### config.mk
export PLATFORM = sky130hd
export DESIGN_NAME = li_expander
export DESIGN_NICKNAME = d
export VERILOG_FILES = /design/src/rtl/li_expander.sv
export SDC_FILE = /design/constraint.sdc
export NUM_CORES = 1
export LEC_CHECK = 0
export ABC_CLOCK_PERIOD_IN_PS = 2000
export CORE_UTILIZATION = 41
export CTS_BUF_LIST = sky130_fd_sc_hd__clkbuf_8
export DETAILED_ROUTE_END_ITERATION = 6
export PLACE_DENSITY_LB_ADDON = 0.15
export SLEW_MARGIN = 20
export SYNTH_ARGS = -nofsm -noshare
export SYNTH_HDL_FRONTEND = slang
export SYNTH_SLANG_ARGS = --single-unit
### constraint.sdc
create_clock -name clk -period 2 [get_ports clk]
set_clock_uncertainty 0.05 [all_clocks]
set_input_delay 0.4 -clock clk [delete_from_list [all_inputs] [get_ports clk]]
set_output_delay 0.4 -clock clk [all_outputs]
set_load 0.01 [all_outputs]
### src/rtl/li_expander.sv
// Constant-load sequence generator: turns a 32-bit value plus destination
// register into the shortest addiu / ori / lui(+ori) MIPS instruction stream.
module li_expander #(
  parameter bit          USE_ADDIU = 1'b1,
  parameter int unsigned CNT_W     = 16
) (
  input  logic             clk,
  input  logic             reset,
  input  logic             in_valid,
  output logic             in_ready,
  input  logic [31:0]      in_value,
  input  logic [4:0]       in_rt,
  output logic             out_valid,
  input  logic             out_ready,
  output logic [31:0]      out_instr,
  output logic             out_last,
  output logic             busy,
  output logic [CNT_W-1:0] emit_cnt
);

  typedef enum logic [1:0] {IDLE, EMIT1, EMIT2} state_t;

  state_t            state, state_n;
  logic [31:0]       instr_q, instr_n;
  logic [31:0]       second_q, second_n;
  logic              last_q, last_n;
  logic              full_q, full_n;
  logic [CNT_W-1:0]  cnt_q;

  logic              accept, fire;
  logic              is_sign, is_zero, is_hi;
  logic [31:0]       w_addiu, w_ori0, w_lui, w_orirr;

  assign accept = in_valid && in_ready;
  assign fire   = out_valid && out_ready;

  assign is_sign = USE_ADDIU && ((&in_value[31:15]) || !(|in_value[31:15]));
  assign is_zero = !(|in_value[31:16]);
  assign is_hi   = !(|in_value[15:0]);

  assign w_addiu = {6'b001001, 5'd0,  in_rt, in_value[15:0]};
  assign w_ori0  = {6'b001101, 5'd0,  in_rt, in_value[15:0]};
  assign w_lui   = {6'b001111, 5'd0,  in_rt, in_value[31:16]};
  assign w_orirr = {6'b001101, in_rt, in_rt, in_value[15:0]};

  always_comb begin
    state_n  = state;
    instr_n  = instr_q;
    second_n = second_q;
    last_n   = last_q;
    full_n   = full_q;
    case (state)
      IDLE: begin
        if (accept) begin
          state_n  = EMIT1;
          second_n = w_orirr;
          full_n   = 1'b0;
          last_n   = 1'b1;
          if (is_sign) begin
            instr_n = w_addiu;
          end else if (is_zero) begin
            instr_n = w_ori0;
          end else if (is_hi) begin
            instr_n = w_lui;
          end else begin
            instr_n = w_lui;
            last_n  = 1'b0;
            full_n  = 1'b1;
          end
        end
      end
      EMIT1: begin
        if (out_ready) begin
          if (full_q) begin
            state_n = EMIT2;
            instr_n = second_q;
            last_n  = 1'b1;
          end else begin
            state_n = IDLE;
            instr_n = '0;
            last_n  = 1'b0;
          end
        end
      end
      EMIT2: begin
        if (out_ready) begin
          state_n = IDLE;
          instr_n = '0;
          last_n  = 1'b0;
        end
      end
      default: begin
        state_n = IDLE;
        instr_n = '0;
        last_n  = 1'b0;
      end
    endcase
  end

  always_ff @(posedge clk) begin
    if (!reset) state <= IDLE;
    else        state <= state_n;
  end

  // Output word and last flag are registered so out_* never depend on in_* or out_ready.
  always_ff @(posedge clk) begin
    if (!reset) begin
      instr_q  <= '0;
      second_q <= '0;
      last_q   <= 1'b0;
      full_q   <= 1'b0;
    end else begin
      instr_q  <= instr_n;
      second_q <= second_n;
      last_q   <= last_n;
      full_q   <= full_n;
    end
  end

  always_ff @(posedge clk) begin
    if (!reset)    cnt_q <= '0;
    else if (fire) cnt_q <= cnt_q + CNT_W'(1);
  end

  assign in_ready  = (state == IDLE);
  assign out_valid = (state != IDLE);
  assign busy      = !in_ready;
  assign out_instr = instr_q;
  assign out_last  = last_q;
  assign emit_cnt  = cnt_q;

endmodule
==> results.sh, run 1 <==
export IMPL_crit_end="out_instr[8]"
export IMPL_clk_pin_slew_ns=0.08
export IMPL_fin_crit_ns=1.97
export IMPL_clock_latency_ns=0.34
export IMPL_crit_arrival_ns=2.14
export IMPL_dr_wl_met3_microns=441
export IMPL_critPathCaptureType="flip-flop"
export IMPL_p_leak_nw=1.89
export IMPL_slew_viol_final=0
export IMPL_nets=537
export IMPL_num_rows=31
export IMPL_drtPass1Iterations=4
export IMPL_io_buffers=90
export IMPL_drc=0
export IMPL_antenna_diode_count=0
export IMPL_grt_pass1_wl_microns=14000
export IMPL_routed_top_layer="met4"
export IMPL_grt_use_total=0.236
export IMPL_avgRoutedWirePerCell_microns=15.0
export IMPL_synth_avg_cell_area_sq_um=8.73
export IMPL_ant_nets=0
export IMPL_vias=3104
export IMPL_power_density_nw_per_um2=723
export IMPL_place_congestion=0.864
export IMPL_cts_made_buffers=9
export IMPL_total_power_mw=3.42
export IMPL_vias_per_cell=5.18
export IMPL_cp_required_ns=2.17
export IMPL_cts_tree="done"
export IMPL_syn2layout_area_growth_pct=52.8
export IMPL_placed_cell_area_sq_um=4400
export IMPL_hold_violations=0
export IMPL_fmax_ghz=0.508
export IMPL_async_flop_share=0
export IMPL_cts_sinks=71
export IMPL_setup_violations=0
export IMPL_die_h_microns=89.0
export IMPL_grt_pass1_vias=2934
export IMPL_cts_buffer_depth=2
export IMPL_finalWirelength_microns=8960
export IMPL_cts_root_buf="clkbuf_8"
export IMPL_worstSetupPathType="in2reg"
export IMPL_r2r_end="out_instr[1]"
export IMPL_synth_ff_type="dfxtp_1"
export IMPL_initial_core_util=0.425
export IMPL_ys_warn_count=0
export IMPL_max_cap_violations=0
export IMPL_synth_edf_count=0
export IMPL_synth_seq_cells=71
export IMPL_rsz0062_at_grt="false"
export IMPL_die_w_microns=89.0
export IMPL_ff2ff_path_depth=7
export IMPL_syn_area_sq_um=3100
export IMPL_htreeDepth=3
export IMPL_synthCells=355
export IMPL_synth_cell_types=50
export IMPL_crit_reg2reg_launch="state[0]"
export IMPL_seq_area_frac_synth=0.458
export IMPL_dieArea_sq_um=7910
export IMPL_core_sq_um=7290
export IMPL_grt_max_degree=27
export IMPL_hp_class="reg2reg"
export IMPL_finish_instance_area_sq_um=4740
export IMPL_ios=93
export IMPL_antenna_found_initial=0
export IMPL_layout_drive_gt1_share=0.188
export IMPL_cp_start_kind="primary input"
export IMPL_worstSetupStartpoint="in_value[30]"
export IMPL_place_hpwl_microns=6460
export IMPL_peakVddDrop_v=0.000391
export IMPL_status="finished, final reports clean"
export IMPL_met1_length_microns=4090
export IMPL_grt_overflow=0
export IMPL_path_max_fanout=5
export IMPL_reg2reg_slack_ns=0.26
export IMPL_drt_iter0_drc=152
export IMPL_fillers=642
export IMPL_dr_wl_met2_microns=4280
export IMPL_finalCritPeriodShare=0.984
[timing repair]
action,CTS,global route
setup buffers,7,0
hold buffers,0,0
pin swaps,13,3
gates cloned,1,0
endpoints found under the setup margin,13,20
resized for setup,15,11
[final cells by class]
cell class	count	area, sq um	area share
Multi-Input combinational cell	261	1600	0.337
Clock buffer	11	151	0.0320
Timing Repair Buffer	147	1340	0.283
Sequential cell	71	1430	0.301
Tap cell	99	124	0.0261
Clock inverter	5	80.1	0.0169
Inverter	5	18.8	0.00396
[worst max-delay path, cell delays in order]
cell and delay [ns]:
clkdlybuf4s50_1 0.49, inv_1 0.05, or4_4 0.50, o21ai_4 0.27, nor2_4 0.11, a221o_1 0.33
[per-layer routing]
| metal | up-vias | global-route usage |
|---|---|---|
| li1 | 1553 | - |
| met4 | 0 | 0.0967 |
| met3 | 17 | 0.0674 |
| met5 | - | 0 |
| met1 | 1452 | 0.299 |
| met2 | 82 | 0.381 |
[stage by stage]
step	setup WS [ns]	hold WS [ns]	utilization	setup TNS, ns	std cells
final	0.0328	0.408	0.650	0	599
after global routing	0.0173	0.427	0.650	0	599
after CTS	0.0172	0.408	0.643	0	599
after detailed placement	-0.408	0.399	0.604	-8.44	575
after global placement	-0.346	0.394	0.604	-7.10	575
after floorplan	0.195	0.386	-	0	356
[cell usage after synthesis, types with 2 or more instances]
master    count  area, sq um
nand2_1      64          240
mux2i_1       2         20.0
nand4_1      10         62.6
o21a_1        2         15.0
a221o_1       9         90.1
a22o_1       13          114
a22oi_1      13         97.6
a31oi_1       2         12.5
buf_2         5         25.0
nand3_1       9         45.0
o21ai_0      14         70.1
buf_1         2         7.51
nor4_1        8         50.1
nor3_2        2         20.0
xnor2_1       5         43.8
dfxtp_1      71         1420
clkbuf_1      6         22.5
a21oi_1      29          145
and4_1        3         26.3
xor2_1       10         87.6
a21o_1        5         37.5
buf_4         6         45.0
nor3_1        3         15.0
nor2_1       31          116
inv_1         4         15.0
and3_1        3         18.8
[where the power goes]
group	total (mW)	internal (mW)	switching [mW]
Sequential	1.54	1.49	0.0512
Combinational	0.577	0.306	0.271
Clock	1.30	0.768	0.536
[cells in the final DEF (no fill, tap or decap), types with 13 or more instances in the layout]
cell type | netlist | layout
a21oi_1 | 29 | 29
a22o_1 | 13 | 13
a22oi_1 | 13 | 13
buf_4 | 6 | 55
clkdlybuf4s50_1 | 0 | 75
dfxtp_1 | 71 | 69
nand2_1 | 64 | 64
nor2_1 | 31 | 31
o21ai_0 | 14 | 14
[logic make-up (layout without fill, tap and decap cells)]
kind of cell,after synthesis,count (layout),share of synthesized area
AOI/OAI and AO/OA,95,95,0.214
xor gates and xnor gates,15,15,0.0424
adders and majority gates,1,1,0.00403
buffers and inverters,25,168,0.0432
DFF,71,71,0.458
muxes,4,4,0.0145
other,1,2,0.00121
and+or+nand+nor,143,144,0.222
[worst min-delay path by stage]
stage / startpoint / endpoint / slack (ns) / cells after the start
floorplan: second_q[10] / second_q[10] / 0.39 / 2
global placement: second_q[4] / second_q[4] / 0.39 / 2
detailed placement: second_q[11] / second_q[11] / 0.40 / 2
CTS: second_q[11] / second_q[11] / 0.41 / 2
global route: second_q[0] / second_q[0] / 0.43 / 2
finish: out_instr[22] / out_instr[22] / 0.41 / 2
[sequential cells by signal (all words and copies together), names as in the netlist]
signal	count
second_q	22
emit_cnt	16
state	2
out_instr	29
full_q	1
out_last	1
Note: power is estimated with default switching activity, not from simulation.
==> run 2, diff against run 1 <==
--- a/config.mk
+++ b/config.mk
@@ -5,7 +5,7 @@
 export SDC_FILE = /design/constraint.sdc
 export NUM_CORES = 1
 export LEC_CHECK = 0
-export ABC_CLOCK_PERIOD_IN_PS = 2000
+export ABC_CLOCK_PERIOD_IN_PS = 2100
 export CORE_UTILIZATION = 41
 export CTS_BUF_LIST = sky130_fd_sc_hd__clkbuf_8
 export DETAILED_ROUTE_END_ITERATION = 6
==> constraint.sdc (replaced) <==
create_clock -name clk -period 2.1 [get_ports clk]
set_clock_uncertainty 0.05 [all_clocks]
set_input_delay 0.42 -clock clk [delete_from_list [all_inputs] [get_ports clk]]
set_output_delay 0.42 -clock clk [all_outputs]
set_load 0.01 [all_outputs]
==> run 2 against run 1 <==
  * Hold slack lost 0.013 ns
  * Sequential share of layout area grew 0.083 points
  * Cell count shrank 0.83%
  * Core utilization shrank 0.29 points
  * Combinational power shrank 4.2%
  * Die area is the same
  * Via count grew 1.4%
  * Final area shrank 0.45%
  * Largest power group unchanged
==> results.sh, run 2 (same netlist as run 1, synthesis figures left out) <==
export IMPL_io_buffers=90
export IMPL_cp_slowest_stage_delay_ns=0.48
export IMPL_clk_pin_slew_ns=0.07
export IMPL_max_cap_violations=0
export IMPL_grt_overflow=0
export IMPL_htreeDepth=3
export IMPL_final_cells=594
export IMPL_fmax_ghz=0.488
export IMPL_finalCritPeriodShare=0.975
export IMPL_worstSetupPathType="in2reg"
export IMPL_dieArea_sq_um=7910
export IMPL_use_met1=0.305
export IMPL_power_density_nw_per_um2=685
export IMPL_antenna_found_initial=0
export IMPL_drt_iter0_drc=145
export IMPL_placed_cells=575
export IMPL_cp_required_ns=2.27
export IMPL_core_sq_um=7290
export IMPL_setup_violations=0
export IMPL_vias_per_cell=5.30
export IMPL_ant_nets=0
export IMPL_hold_buffers=0
export IMPL_place_congestion=0.887
export IMPL_grt_max_degree=27
export IMPL_p_leak_nw=1.91
export IMPL_num_rows=31
export IMPL_top_usage_layer="met2"
export IMPL_crit_arrival_ns=2.22
export IMPL_nets=532
export IMPL_grt_pass1_vias=2824
export IMPL_antenna_diode_count=0
export IMPL_critical_path_top_delay_family="simple AND/OR/NAND/NOR gates"
export IMPL_cts_tree="done"
export IMPL_path_cells="clkdlybuf4s50_1, nand4_1, or4_4, o21ai_4, nor2_4, a221o_1"
export IMPL_largest_reg_flops=29
export IMPL_place_hpwl_microns=6360
export IMPL_avgRoutedWirePerCell_microns=14.8
export IMPL_fillers=652
export IMPL_finalWirelength_microns=8790
export IMPL_grt_use_total=0.224
export IMPL_total_power_mw=3.23
export IMPL_ios=93
export IMPL_cts_made_buffers=9
export IMPL_syn2layout_area_growth_pct=52.1
export IMPL_grt_use_met3=0.0314
export IMPL_hold_violations=0
export IMPL_cts_root_buf="clkbuf_8"
export IMPL_hp_class="in2reg"
export IMPL_cts_sinks=71
export IMPL_die_w_microns=89.0
export IMPL_critPathCaptureType="flip-flop"
export IMPL_critPathBufInv=1
export IMPL_final_cell_mix="clkdlybuf4s50_1 (80), dfxtp_1 (69), nand2_1 (63)"
export IMPL_slew_viol_final=0
export IMPL_layout_drive_gt1_share=0.176
export IMPL_drc=0
export IMPL_vias=3147
export IMPL_fin_crit_ns=2.05
export IMPL_peakVddDrop_v=0.000396
export IMPL_initial_core_util=0.425
export IMPL_use_met2=0.366
export IMPL_layout_commonest_cell="clkdlybuf4s50_1"
export IMPL_cts_buffer_depth=2
export IMPL_cp_start_kind="primary input"
export IMPL_die_h_microns=89.0
export IMPL_clock_latency_ns=0.33
export IMPL_slowest_stage="clkdlybuf4s50_1"
export IMPL_grt_pass1_wl_microns=13600
export IMPL_status="finished, final reports clean"
export IMPL_drtPass1Iterations=5
export IMPL_rsz0062_at_grt="false"
export IMPL_path_max_fanout=5
run 2: cell types whose count changed in the layout (fill, tap and decap cells not counted), moves of 2 or more:
cell / change
dlygate4sd2_1: -10
buf_4: -6
clkdlybuf4s50_1: +5
dlymetal6s2s_1: +5
clkinvlp_4: -2
inv_1: +2
run 2: path summary, 6_finish.rpt:
check	from	slack, ns	cells past startpoint	to
worst max-delay path	in_value[23]	0.05	6	out_instr[7]
worst min-delay path	in_value[20]	0.40	2	out_instr[4]
worst max register to register	state[0]	0.35	7	second_q[9]
worst min register to register	out_instr[22]	0.40	2	out_instr[22]
run 2: report_power, final:
group	total [mW]	internal (mW)	switching (mW)
Sequential	1.47	1.42	0.0499
Combinational	0.553	0.297	0.256
Clock	1.21	0.724	0.483
Total	3.23	2.44	0.789
run 2: worst reg2reg max path, cell delays in order, from the launching register on:
cell	delay, ns
dfxtp_2	0.38
buf_4	0.16
or3b_4	0.41
o21a_1	0.14
nand2_1	0.15
buf_12	0.17
nand2_1	0.07
a21oi_1	0.16
run 2: layout make-up:
| class | count | area (sq um) | area share |
|---|---|---|---|
| clock inverters | 5 | 72.6 | 0.0154 |
| repair buffers | 142 | 1340 | 0.284 |
| flip-flops and latches | 71 | 1420 | 0.302 |
| inverters | 5 | 18.8 | 0.00398 |
| well taps | 99 | 124 | 0.0263 |
| clock buffers | 11 | 151 | 0.0321 |
| multi-input cells | 261 | 1580 | 0.336 |
run 2: timing repair:
action                     4_1_cts  5_1_grt
pin swaps                        0       12
gates cloned                     0        1
setup buffers                    0        2
setup endpoints to repair        3       15
gates resized for setup          4       16
run 2: through the flow:
step / setup WS, ns / setup TNS [ns] / area (sq um) / utilization / hold WS (ns)
after floorplan: 0.275 / 0 / 3100 / - / 0.386
after global placement: -0.263 / -4.10 / 4410 / 0.605 / 0.394
after detailed placement: -0.323 / -4.87 / 4410 / 0.605 / 0.399
after CTS: 0.0407 / 0 / 4640 / 0.637 / 0.407
after global routing: 0.00919 / 0 / 4720 / 0.647 / 0.414
final: 0.0526 / 0 / 4720 / 0.647 / 0.395
run 2: per-layer routing:
metal	vias up	wire length, microns
met5	-	0
met4	0	66
met3	9	492
met2	91	4260
met1	1497	3970
li1	1550	-
==> run 3, diff against run 2 <==
--- a/config.mk
+++ b/config.mk
@@ -10,6 +10,7 @@
 export CTS_BUF_LIST = sky130_fd_sc_hd__clkbuf_8
 export DETAILED_ROUTE_END_ITERATION = 6
 export PLACE_DENSITY_LB_ADDON = 0.15
+export SKIP_LAST_GASP = 1
 export SLEW_MARGIN = 20
 export SYNTH_ARGS = -nofsm -noshare
 export SYNTH_HDL_FRONTEND = slang
==> results of run 3 <==
The final DEF is identical to that of run 2; final timing and power are the same.
